**src/rtl/hazard_pkg.sv**
```systemverilog
// Shared types and constants for the pipeline hazard/stall controller.
// Holds the FSM state enum, the default register-index width and the control bundle.
package hazard_pkg;

    localparam int REG_ADDR_W = 5;
    localparam int CNT_W      = 2;

    typedef enum logic {
        HZ_RUN,
        HZ_STALL
    } hz_state_e;

    typedef struct packed {
        logic pc_write;
        logic pc_src_branch;
        logic if_id_write;
        logic if_id_flush;
        logic id_ex_write;
        logic id_ex_flush;
        logic ex_mem_write;
        logic mem_wb_flush;
    } pipe_ctrl_t;

    localparam pipe_ctrl_t CTRL_RUN    = pipe_ctrl_t'(8'b1010_1010);
    localparam pipe_ctrl_t CTRL_STALL  = pipe_ctrl_t'(8'b0000_1110);
    localparam pipe_ctrl_t CTRL_BRANCH = pipe_ctrl_t'(8'b1111_1110);
    localparam pipe_ctrl_t CTRL_FREEZE = pipe_ctrl_t'(8'b0000_0001);
    localparam pipe_ctrl_t CTRL_RESET  = pipe_ctrl_t'(8'b0001_0101);

endpackage

```
**src/rtl/load_use_detect.sv**
```systemverilog
// Combinational load-use hazard detector for one ID-stage instruction.
// Ports: rs_i/rt_i/uses_rs_i/uses_rt_i (ID sources), rt_ex_i/mem_read_ex_i (EX load), load_use_o.
module load_use_detect #(
    parameter int REG_ADDR_W = 5
) (
    input  logic [REG_ADDR_W-1:0] rs_i,
    input  logic [REG_ADDR_W-1:0] rt_i,
    input  logic                  uses_rs_i,
    input  logic                  uses_rt_i,
    input  logic [REG_ADDR_W-1:0] rt_ex_i,
    input  logic                  mem_read_ex_i,
    output logic                  load_use_o
);

    logic rs_hit;
    logic rt_hit;

    assign rs_hit = uses_rs_i && (rs_i == rt_ex_i);
    assign rt_hit = uses_rt_i && (rt_i == rt_ex_i);

    // Register 0 is hard-wired zero, so a load into it never produces data.
    assign load_use_o = mem_read_ex_i && (rt_ex_i != '0) && (rs_hit || rt_hit);

endmodule

```
**src/rtl/hazard_stall_unit.sv**
```systemverilog
// Stall/flush controller for PC, IF/ID, ID/EX, EX/MEM and MEM/WB (load-use, mem wait, branch).
// Ports: clk, rst_n, ID/EX hazard inputs, branch_taken_ex, mem_busy; write/flush controls,
// stall_active. Macro HAZARD_PERF_CNT_EN adds stall_cycles and flush_events counters.
module hazard_stall_unit #(
    parameter int LOAD_USE_BUBBLES = 1,
    parameter int REG_ADDR_W       = hazard_pkg::REG_ADDR_W
) (
    input  logic                  clk,
    input  logic                  rst_n,
    input  logic [REG_ADDR_W-1:0] rs_if_id,
    input  logic [REG_ADDR_W-1:0] rt_if_id,
    input  logic                  uses_rs_id,
    input  logic                  uses_rt_id,
    input  logic [REG_ADDR_W-1:0] rt_id_ex,
    input  logic                  mem_read_id_ex,
    input  logic                  branch_taken_ex,
    input  logic                  mem_busy,
    output logic                  pc_write,
    output logic                  pc_src_branch,
    output logic                  if_id_write,
    output logic                  if_id_flush,
    output logic                  id_ex_write,
    output logic                  id_ex_flush,
    output logic                  ex_mem_write,
    output logic                  mem_wb_flush,
    output logic                  stall_active
`ifdef HAZARD_PERF_CNT_EN
    ,
    output logic [31:0]           stall_cycles,
    output logic [31:0]           flush_events
`endif
);

    import hazard_pkg::*;

    if (LOAD_USE_BUBBLES < 1 || LOAD_USE_BUBBLES > 3) begin : g_bad_param
        $error("LOAD_USE_BUBBLES must be in 1..3");
    end

    localparam logic [CNT_W-1:0] CNT_INIT = CNT_W'(LOAD_USE_BUBBLES - 1);

    hz_state_e        state_q, state_d;
    logic [CNT_W-1:0] cnt_q, cnt_d;
    pipe_ctrl_t       ctrl;
    logic             load_use;

    load_use_detect #(
        .REG_ADDR_W(REG_ADDR_W)
    ) u_lud (
        .rs_i          (rs_if_id),
        .rt_i          (rt_if_id),
        .uses_rs_i     (uses_rs_id),
        .uses_rt_i     (uses_rt_id),
        .rt_ex_i       (rt_id_ex),
        .mem_read_ex_i (mem_read_id_ex),
        .load_use_o    (load_use)
    );

    always_comb begin
        ctrl    = CTRL_RUN;
        state_d = state_q;
        cnt_d   = cnt_q;
        if (mem_busy) begin
            // Whole pipe holds; EX is kept so branch/load-use re-evaluate later.
            ctrl = CTRL_FREEZE;
        end else if (branch_taken_ex) begin
            // Anything still stalled in ID is wrong-path, so drop the stall.
            ctrl    = CTRL_BRANCH;
            state_d = HZ_RUN;
            cnt_d   = '0;
        end else begin
            unique case (state_q)
                HZ_RUN: begin
                    if (load_use) begin
                        ctrl = CTRL_STALL;
                        if (LOAD_USE_BUBBLES > 1) begin
                            state_d = HZ_STALL;
                            cnt_d   = CNT_INIT;
                        end
                    end
                end
                HZ_STALL: begin
                    ctrl  = CTRL_STALL;
                    cnt_d = cnt_q - 2'd1;
                    if (cnt_q == 2'd1) begin
                        state_d = HZ_RUN;
                    end
                end
                default: begin
                    state_d = HZ_RUN;
                    cnt_d   = '0;
                end
            endcase
        end
        if (!rst_n) begin
            ctrl = CTRL_RESET;
        end
    end

    always_ff @(posedge clk or negedge rst_n) begin
        if (!rst_n) begin
            state_q <= HZ_RUN;
            cnt_q   <= '0;
        end else begin
            state_q <= state_d;
            cnt_q   <= cnt_d;
        end
    end

    assign pc_write      = ctrl.pc_write;
    assign pc_src_branch = ctrl.pc_src_branch;
    assign if_id_write   = ctrl.if_id_write;
    assign if_id_flush   = ctrl.if_id_flush;
    assign id_ex_write   = ctrl.id_ex_write;
    assign id_ex_flush   = ctrl.id_ex_flush;
    assign ex_mem_write  = ctrl.ex_mem_write;
    assign mem_wb_flush  = ctrl.mem_wb_flush;
    assign stall_active  = (state_q == HZ_STALL);

`ifdef HAZARD_PERF_CNT_EN
    logic [31:0] stall_cycles_q;
    logic [31:0] flush_events_q;

    always_ff @(posedge clk or negedge rst_n) begin
        if (!rst_n) begin
            stall_cycles_q <= '0;
            flush_events_q <= '0;
        end else begin
            if (!ctrl.pc_write && stall_cycles_q != 32'hFFFF_FFFF) begin
                stall_cycles_q <= stall_cycles_q + 32'd1;
            end
            if (ctrl.pc_src_branch && flush_events_q != 32'hFFFF_FFFF) begin
                flush_events_q <= flush_events_q + 32'd1;
            end
        end
    end

    assign stall_cycles = stall_cycles_q;
    assign flush_events = flush_events_q;
`endif

endmodule

```
**config.mk**
```make
export PLATFORM = sky130hd
export DESIGN_NAME = hazard_stall_unit
export DESIGN_NICKNAME = d
export VERILOG_FILES = /design/src/rtl/hazard_pkg.sv /design/src/rtl/load_use_detect.sv /design/src/rtl/hazard_stall_unit.sv
export SDC_FILE = /design/constraint.sdc
export NUM_CORES = 1
export LEC_CHECK = 0
export CORE_AREA = 2 2 39 41
export DETAILED_ROUTE_END_ITERATION = 10
export DIE_AREA = 0 0 41 43
export GPL_ROUTABILITY_DRIVEN = 0
export GPL_TIMING_DRIVEN = 0
export PLACE_DENSITY = 0.69
export RECOVER_POWER = 50
export SLEW_MARGIN = 10
export SYNTH_ARGS = -nofsm -noshare
export SYNTH_HDL_FRONTEND = slang
export SYNTH_HIERARCHICAL = 1
export SYNTH_SLANG_ARGS = --single-unit
export TNS_END_PERCENT = 5
```
**constraint.sdc**
```tcl
create_clock -name clk -period 3.83 [get_ports clk]
set_input_delay 0.383 -clock clk [delete_from_list [all_inputs] [get_ports clk]]
set_output_delay 0.383 -clock clk [all_outputs]
set_load 0.01 [all_outputs]
```
==> impl_results.md <==
* Number of flip-flops and latches in the synthesized netlist at 3
* Worst setup path class: input port to output port
* Combined global-route utilization of all metal layers at 0.125
* Unrepaired setup endpoints after global routing: false
* Initial cell density of the core at 0.252
* Sink Count at 3
* Total number of placement rows at 14
* Clock share of power at 0.393
* Category of the worst setup path capture point: output port
* Share of the core filled with cells in the final layout at 0.495
* Largest stage delay on the critical path at approximately 0.47 ns
* Share of the clock period used by the worst path at 0.746
* Mean post-synth cell area at around 8.5 sq um
* Most common cell after layout, fill and taps aside: sky130_fd_sc_hd__clkdlybuf4s50_1
* First-pass GRT wire length at 1.46 mm
* Number of global-route vias before repair at 383
* Met3 layer usage reported by global route at 0.0366
* Portion of the post-synthesis area used by sequential elements at 0.215
* Most frequent cell on the critical path: sky130_fd_sc_hd__clkdlybuf4s50_1
* Count of input and output buffers at 29
* Placed cell area at 659 sq um
* XOR/XNOR Fraction of Synth Area at 0.251
* Final instance area at roughly 690 sq um
* Maximum level of the CTS H-tree at 1
* Met2 demand-to-capacity share in global routing at 0.228
* Post-Synth Adder-Cell Area at 0.0358
* Height of the chip at 43 microns
* 1st-pass router iterations at 1
* Die outline area at 1760 sq um
* CP Launch Type: input port
* Run status: complete, no violations
* Total net switching power at 0.0354 mW
* Clock-pin slew on the worst setup and hold paths at 0.04 ns
* Top achievable clock speed at 350 MHz
* Max-Slew Margin vs Limit at 0.820
* Most frequent cells in the layout: sky130_fd_sc_hd__clkdlybuf4s50_1 (26), sky130_fd_sc_hd__xor2_1 (8)
* Worst-skew pair later-pin latency at 0.23 ns
* Power density relative to cell area at slightly above 200 nW/um^2
* Hold Buf Count CTS at 0
* Setup-violating endpoint count in the final report at 0
* Number of antenna violations at the first check in global routing at 0
* Post-route antenna net violation count at 0
* Post-CTS setup-driven buffer insertion count at 0
* Simple-gate share of the synthesized area at 0.237
* Top cell family by delay on the critical path: buffers and inverters
* Wirelength per Cell at 9.60 microns
* Peak-usage layer in the global routing report: met2
* Final hold violation count at 0
* Post-synthesis mux area share at 0
* Drt drc at 0
* Cell chain of the critical path: clkdlybuf4s50_1, xor2_1, nor4_1, nand3_1, a21oi_1, nor2_1, o21a_1, buf_4, clkdlybuf4s50_1
* Class of the tightest hold or removal check: input port to asynchronous set/reset pin
* Post-detailed-routing wire length at 864 microns
* CTS tree: built
* Resized Gates After CTS at 0
* Count of max-cap constraint violations at 0
* Ant diodes at 0
* Required time worst endpoint at 3.45 ns
* Sequential share of power at 0.226
* Inserted Clock Buffers at 3
* Critical-path top delay cell: sky130_fd_sc_hd__clkdlybuf4s50_1
* Max Clock Skew at 0.00226 ns
* Syn Inst Count at 41
* Fin crit period at 2.86 ns
* Worst r2r src: cnt_q[0]
* Ports placed on the boundary at 31
* Critical path launch point: rt_id_ex[2]
* Number of pins with negative max-slew slack in the final report at 0
* Share of total power in combinational logic at 0.381
* Cell variety after synth at 23
* Largest net degree at the start of global routing at 9
* Fraction of layout cells with a size suffix above 1 at 0.122
* Root buffer cell: sky130_fd_sc_hd__clkbuf_4
* Max clock buf depth at 2
* Worst Path Arrival at 2.47 ns
* Count of synthesis-stage warnings from yosys at 6
* Layout area overhead at 96.4%
* HPWL Detailed at 767 microns
* Cell Int Power at around 0.11 mW
* Total grt overflow at 0
* Post-synthesis cell area at roughly 350 sq um
* Area of the core region at roughly 1400 sq um
* DRC marker count from the first detailed-route iteration at 0
* Chip width at between 40 and 50 microns
* Via count at 388
* Combinational family with the most area after synthesis: XOR/XNOR gates
* Share of total power consumed by net switching at 0.252
* Reported leakage power at 0.283 nW
* Sum of negative setup slack at 0 ns
* Post-synthesis net count at 64
* Via count normalized by instance count at 4.31
* Total power after layout at between 0.1 and 0.15 mW
* Share of the synthesized area in compound gates (AO/OA/AOI/OAI) at 0.172
* Layout Nets at 98
* Slew at the pin with the worst max-slew slack at 0.267 ns
* Critical path peak fanout at 3
* Worst Path Buf+Inv at 3
* Grt met1 use at 0.104
* Worst supply voltage drop on vdd at 0.0873 mV
[cell usage after synthesis]
master,count,share of area
sky130_fd_sc_hd__buf_4,2,0.043
sky130_fd_sc_hd__nor4_1,1,0.018
sky130_fd_sc_hd__a21o_1,1,0.022
sky130_fd_sc_hd__dfrtp_1,3,0.22
sky130_fd_sc_hd__nand3_1,2,0.029
sky130_fd_sc_hd__nor4_2,1,0.036
sky130_fd_sc_hd__nor3_1,1,0.014
sky130_fd_sc_hd__o21ai_1,1,0.014
sky130_fd_sc_hd__ha_1,1,0.036
sky130_fd_sc_hd__a32o_1,1,0.029
sky130_fd_sc_hd__o21bai_1,1,0.022
sky130_fd_sc_hd__or4_1,1,0.022
sky130_fd_sc_hd__nor2b_2,1,0.025
sky130_fd_sc_hd__clkbuf_2,1,0.014
sky130_fd_sc_hd__xor2_1,8,0.20
sky130_fd_sc_hd__a21oi_1,1,0.014
sky130_fd_sc_hd__inv_1,3,0.032
sky130_fd_sc_hd__o21ai_0,2,0.029
sky130_fd_sc_hd__and2_1,1,0.018
sky130_fd_sc_hd__nor4b_2,1,0.043
sky130_fd_sc_hd__xnor2_1,2,0.050
sky130_fd_sc_hd__nor2_1,3,0.032
sky130_fd_sc_hd__o21a_1,2,0.043
[path summary, 6_finish.rpt]
path / endpoint / slack, ns / cells past startpoint
max: pc_write / 0.97 / 9
min: cnt_q[0] / 0.44 / 1
max reg2reg: cnt_q[1] / 2.77 / 2
min reg2reg: cnt_q[1] / 0.49 / 1
max in group asynchronous: cnt_q[1] / 3.21 / 1
min in group clk: cnt_q[1] / 0.49 / 1
[layer usage]
| layer | wire, microns | vias to the layer above |
|---|---|---|
| met5 | 0 | - |
| met4 | 0 | 0 |
| met3 | 64 | 0 |
| met2 | 499 | 20 |
| met1 | 300 | 161 |
| li1 | - | 207 |
[final cells by class]
type,count,area [sq um]
fillers,147,698
repair buffers,29,290
multi-input cells,32,243
flip-flops and latches,3,75.1
clock buffers,4,26.3
plain buffers,3,20.0
well taps,16,20.0
inverters,3,11.3
[registers in the layout, indices dropped and copies added, names as in the netlist]
register and count:
cnt_q 2, stall_active 1
[through the flow]
stage,worst slack [ns],std cells,hold WS (ns)
finish,0.974,90,0.437
global route,0.836,90,0.459
CTS,0.967,90,0.361
detailed placement,0.981,86,0.484
global placement,0.965,86,0.478
floorplan,1.99,41,0.0874
[logic make-up after synthesis]
kind of cell | Yosys count
simple gates | 12
xor+xnor | 10
compound gates | 9
buf+inv | 6
flops | 3
fa+ha+maj | 1
[power groups by stage]
| stage | Clock [mW] | Combinational, mW | Sequential (mW) |
|---|---|---|---|
| floorplan | 0 | 0.0191 | 0.0323 |
| global placement | 0 | 0.0543 | 0.0323 |
| detailed placement | 0 | 0.0546 | 0.0323 |
| CTS | 0.0580 | 0.0548 | 0.0319 |
| global route | 0.0590 | 0.0586 | 0.0318 |
| finish | 0.0553 | 0.0537 | 0.0319 |
Note: power is estimated with default switching activity, not from simulation.
